$ cat src/rtl/rv32i_run_ctrl.sv
// Run controller for rv32i cores: core reset sequencing, cycle/instret counting,
// exit detection by tohost store or EBREAK, and a cycle watchdog.
module rv32i_run_ctrl #(
  parameter int unsigned n            = 32,
  parameter int unsigned depth        = 1024,
  parameter int unsigned RESET_CYCLES = 4,
  parameter int unsigned MAX_CYCLES   = 100000,
  parameter int unsigned TOHOST_ADDR  = 'h3F0,
  parameter int unsigned CNT_W        = 32,
  localparam int unsigned AW          = $clog2(depth) + 2
) (
  input  logic             clk,
  input  logic             reset_n,
  input  logic             start,
  input  logic             retire_valid,
  input  logic [n-1:0]     retire_instr,
  input  logic             dmem_we,
  input  logic [AW-1:0]    dmem_addr,
  input  logic [n-1:0]     dmem_wdata,
  output logic             core_reset_n,
  output logic             running,
  output logic             done,
  output logic             pass,
  output logic             timeout,
  output logic [n-2:0]     exit_code,
  output logic [CNT_W-1:0] cycle_count,
  output logic [CNT_W-1:0] instret_count
);

  localparam int unsigned HoldW = (RESET_CYCLES > 1) ? $clog2(RESET_CYCLES) : 1;
  localparam logic [HoldW-1:0] HoldLast   = HoldW'(RESET_CYCLES - 1);
  localparam logic [CNT_W-1:0] WdLast     = CNT_W'(MAX_CYCLES - 1);
  localparam logic [AW-1:0]    TohostAddr = AW'(TOHOST_ADDR);
  localparam logic [n-1:0]     Ebreak     = n'(32'h0010_0073);

  typedef enum logic [1:0] {StIdle, StRstHold, StRun, StDone} state_e;

  state_e            state_q, state_d;
  logic [HoldW-1:0]  hold_q, hold_d;
  logic [CNT_W-1:0]  cycle_q, cycle_d;
  logic [CNT_W-1:0]  instret_q, instret_d;
  logic              pass_q, pass_d;
  logic              timeout_q, timeout_d;
  logic [n-2:0]      exit_code_q, exit_code_d;
  logic              core_reset_n_q, core_reset_n_d;
  logic              running_q, running_d;
  logic              done_q, done_d;

  logic tohost_hit, ebreak_hit, wd_hit, begin_run;

  // A tohost store only signals exit when bit 0 is set; the upper bits carry the code.
  assign tohost_hit = dmem_we && (dmem_addr == TohostAddr) && dmem_wdata[0];
  assign ebreak_hit = retire_valid && (retire_instr == Ebreak);
  assign wd_hit     = (MAX_CYCLES != 0) && (cycle_q == WdLast);
  assign begin_run  = start && ((state_q == StIdle) || (state_q == StDone));

  always_comb begin
    state_d     = state_q;
    hold_d      = hold_q;
    cycle_d     = cycle_q;
    instret_d   = instret_q;
    pass_d      = pass_q;
    timeout_d   = timeout_q;
    exit_code_d = exit_code_q;

    unique case (state_q)
      StIdle: begin
        if (start) state_d = StRstHold;
      end
      StRstHold: begin
        if (hold_q == HoldLast) begin
          state_d = StRun;
        end else begin
          hold_d = hold_q + HoldW'(1);
        end
      end
      StRun: begin
        if (cycle_q != '1) cycle_d = cycle_q + CNT_W'(1);
        if (retire_valid && (instret_q != '1)) instret_d = instret_q + CNT_W'(1);
        if (tohost_hit) begin
          state_d     = StDone;
          exit_code_d = dmem_wdata[n-1:1];
          pass_d      = ~|dmem_wdata[n-1:1];
          timeout_d   = 1'b0;
        end else if (ebreak_hit) begin
          state_d     = StDone;
          exit_code_d = '1;
          pass_d      = 1'b0;
          timeout_d   = 1'b0;
        end else if (wd_hit) begin
          state_d     = StDone;
          exit_code_d = '0;
          pass_d      = 1'b0;
          timeout_d   = 1'b1;
        end
      end
      StDone: begin
        if (start) state_d = StRstHold;
      end
      default: state_d = StIdle;
    endcase

    if (begin_run) begin
      hold_d      = '0;
      cycle_d     = '0;
      instret_d   = '0;
      pass_d      = 1'b0;
      timeout_d   = 1'b0;
      exit_code_d = '0;
    end

    // Status outputs are registered off the next state so they align with the counters.
    core_reset_n_d = (state_d == StRun);
    running_d      = (state_d == StRun);
    done_d         = (state_d == StDone);
  end

  always_ff @(posedge clk or negedge reset_n) begin
    if (!reset_n) begin
      state_q        <= StIdle;
      hold_q         <= '0;
      cycle_q        <= '0;
      instret_q      <= '0;
      pass_q         <= 1'b0;
      timeout_q      <= 1'b0;
      exit_code_q    <= '0;
      core_reset_n_q <= 1'b0;
      running_q      <= 1'b0;
      done_q         <= 1'b0;
    end else begin
      state_q        <= state_d;
      hold_q         <= hold_d;
      cycle_q        <= cycle_d;
      instret_q      <= instret_d;
      pass_q         <= pass_d;
      timeout_q      <= timeout_d;
      exit_code_q    <= exit_code_d;
      core_reset_n_q <= core_reset_n_d;
      running_q      <= running_d;
      done_q         <= done_d;
    end
  end

  assign core_reset_n  = core_reset_n_q;
  assign running       = running_q;
  assign done          = done_q;
  assign pass          = pass_q;
  assign timeout       = timeout_q;
  assign exit_code     = exit_code_q;
  assign cycle_count   = cycle_q;
  assign instret_count = instret_q;

endmodule

$ cat config.mk
export PLATFORM = sky130hd
export DESIGN_NAME = rv32i_run_ctrl
export DESIGN_NICKNAME = d
export VERILOG_FILES = /design/src/rtl/rv32i_run_ctrl.sv
export SDC_FILE = /design/constraint.sdc
export NUM_CORES = 1
export LEC_CHECK = 0
export ABC_AREA = 0
export ABC_CLOCK_PERIOD_IN_PS = 3040
export BUFFER_PORTS_ARGS = -buffer_cell sky130_fd_sc_hd__buf_2
export CAP_MARGIN = 15
export CORE_UTILIZATION = 35
export CTS_BUF_LIST = sky130_fd_sc_hd__clkbuf_4 sky130_fd_sc_hd__clkbuf_8 sky130_fd_sc_hd__clkbuf_16
export DETAILED_ROUTE_END_ITERATION = 6
export HOLD_SLACK_MARGIN = 0.06
export SKIP_CTS_REPAIR_TIMING = 1
export SLEW_MARGIN = 30
export SYNTH_ARGS = -nofsm -noshare
export SYNTH_HDL_FRONTEND = slang
export SYNTH_SLANG_ARGS = --single-unit
$ cat constraint.sdc
create_clock -name clk -period 3.04 [get_ports clk]
set_input_delay 0.152 -clock clk [delete_from_list [all_inputs] [get_ports clk]]
set_output_delay 0.152 -clock clk [all_outputs]
set_load 0.1 [all_outputs]
==> run metrics <==
top-area cell type share of the netlist area=46.4%; Gate Count Post-Synth=600; initial antenna violation count=2; number of global-route vias before repair=5478; clock-pin slew on the worst setup and hold paths=80 ps; r2r setup slk=560 ps; Synth Flop Type=dfrtp_1; Slew @ Worst Pin=829 ps; Final min period=2480 ps; Power Total=3.71 mW; Critical Path AT=2750 ps; gr ovfl total=0; Die Ht=128 um; TritonCTS clock tree=yes; Power Density=531 nW/um^2; RSZ-0062 raised after global routing=no; area grow syn2layout=25.8%; Synth cell types=57; core area=15300 um^2; Post-Synthesis Cell Area=5550 um^2; wire length per cell=17.3 um; Final Util=45.6%; DR iter-0 viols=364; worst path cell trace=inv_1, ha_1, nand2_1, and2_1, and3_1, buf_4, or4_1, a21oi_1; HP Class=primary input to flip-flop; initial core utilization=36.2%; Worst Setup End Kind=flip-flop; final setup TNS=0 ps; Setup Viol. Count Final=0; Synth area leaders=dfrtp_1 (46%), o2bb2ai_1 (4.9%), nor2_1 (4.3%), a21oi_1 (3.8%), nand4_1 (3.2%); min-delay src=dmem_wdata[17]; # IOs=181; Synth Net Count=686; Worst Setup Start Kind=flip-flop; Port Buf Inserts=180; most numerous cell in the Yosys netlist=dfrtp_1; Setup Crit Path Kind=flip-flop to flip-flop; first-pass GRT wire length=27700 um; CTS root buf=clkbuf_16; Placer Congestion=0.840; slowest stage cell, crit path=or4_1; worst reg2reg startpoint=state_q[0]; Yosys warnings=0; GR Util met1=27.4%; cell total after placement=970; DP Area=6680 um^2; run status=completed; grt peak-use layer=met2; fraction of met3 tracks used by global routing=5.09%; antenna-violating nets left=0; TritonCTS buffer count=9; Final Cycle Share=81.5%; Final WS setup=563 ps; hold path cells=3; Yosys top cell by area=dfrtp_1; met2 Use GR=36.1%; Fmax=404 MHz; Worst-Skew Late Latency=350 ps; Final Hold Vio Count=0; Max-slew headroom=44.7%; clk buf depth=2; layout cells sized above 1=29.4%; largest net degree at the start of global routing=61; Min-Delay Endpoint=exit_code[16]; Max-cap violations=0; Place WS=612 ps; die width=128 um; full die area=16400 um^2; via count=5533; Seq/Total Area, Yosys=46.4%; Crit Path Max Fanout=32; clk sink count=103; DRC viols=0; worst stage delay on the critical path=490 ps; final non-filler cell total=989; max-slew violations=0; total track usage=21.5%; LEAKAGE=3.27 nW; hold_ws=65.5 ps; Max VDD drop=0.324 mV; CTS H-tree lvls=3; Clock Skew=8.71 ps; R2R cell count=8; Async S/R FF share, synth=100%; Worst EP required=3320 ps; Synth Register Bits=103; number of core rows=45; Commonest cells post-synth=dfrtp_1 (103), nor2_1 (64), a21oi_1 (42); FF-to-FF End=cycle_count[14]; Final #Nets=857; Pre-antenna DRT Iters=4; Post-synth EDFFs=0; post-DP HPWL=12400 um; final WL=17100 um; fin area=6980 um^2; vias per inst=5.59; Avg Inst Size Synth=9.25 um^2
[area by class of cell]
class / instances / area [um^2]
Antenna cell: 2 / 5.00
Clock buffer: 9 / 225
Clock inverter: 7 / 67.6
Fill cell: 1541 / 8330
Inverter: 10 / 37.5
Multi-Input combinational cell: 450 / 2770
Sequential cell: 103 / 2580
Tap cell: 211 / 264
Timing Repair Buffer: 197 / 1030
[flip-flops by register name, summed over array words and instances (netlist names)]
register,count
pass,1
running,1
cycle_count,32
state_q,2
done,1
timeout,1
exit_code,31
hold_q,2
instret_count,32
[worst max-delay path, delay by kind of cell (launching register included)]
| family | cells | cell delay (ps) |
|---|---|---|
| AND/OR/NAND/NOR | 4 | 1180 |
| flip-flops | 1 | 380 |
| adder cells (fa/ha/maj) | 1 | 370 |
| buffers and inverters | 2 | 290 |
| AO/OA/AOI/OAI | 1 | 170 |
[cells in the final DEF, fill, tap and decap left out, types with 3 or more instances in the layout]
master / count
nand2_1: 41
and2_1: 5
inv_8: 3
o31a_1: 3
a21oi_1: 42
nand4_1: 28
xnor2_1: 11
buf_2: 179
a31oi_1: 4
or3_1: 20
o311ai_0: 3
ha_1: 5
or4_1: 15
buf_4: 17
o31ai_1: 14
o2bb2ai_1: 31
nor2_1: 63
dfrtp_1: 103
inv_1: 10
and3_1: 9
nor4_1: 25
clkbuf_16: 9
o21ai_0: 29
nand3_1: 26
and4_1: 13
a21o_1: 3
nor3_1: 13
inv_6: 3
a211oi_1: 5
a31o_2: 4
[where the power goes]
part / switching (mW) / total, mW / internal, mW
registers: 0.0514 / 1.47 / 1.42
clock network: 0.593 / 1.18 / 0.583
logic: 0.789 / 1.06 / 0.270
[per-layer routing]
layer	part of all wire (%)	wire length (um)
met1	43	7380
met2	48	8280
met3	6.3	1080
met4	1.9	330
met5	0	0
[cell families after synthesis]
group / after synthesis / share of synthesized area [%]
compound gates: 153 / 18.6
xor+xnor: 13 / 2.05
fa+ha+maj: 5 / 1.13
buf+inv: 47 / 4.03
flops: 103 / 46.4
mux: 3 / 0.563
simple gates: 276 / 27.2
[worst max path at each step]
stage,slack [ps],startpoint,end
floorplan,340,instret_count[2],instret_count[17]
global placement,640,cycle_count[0],pass
detailed placement,610,state_q[0],cycle_count[14]
CTS,590,state_q[0],cycle_count[14]
global route,440,state_q[0],cycle_count[26]
finish,560,state_q[0],cycle_count[14]
(Power assumes the default switching activity.)
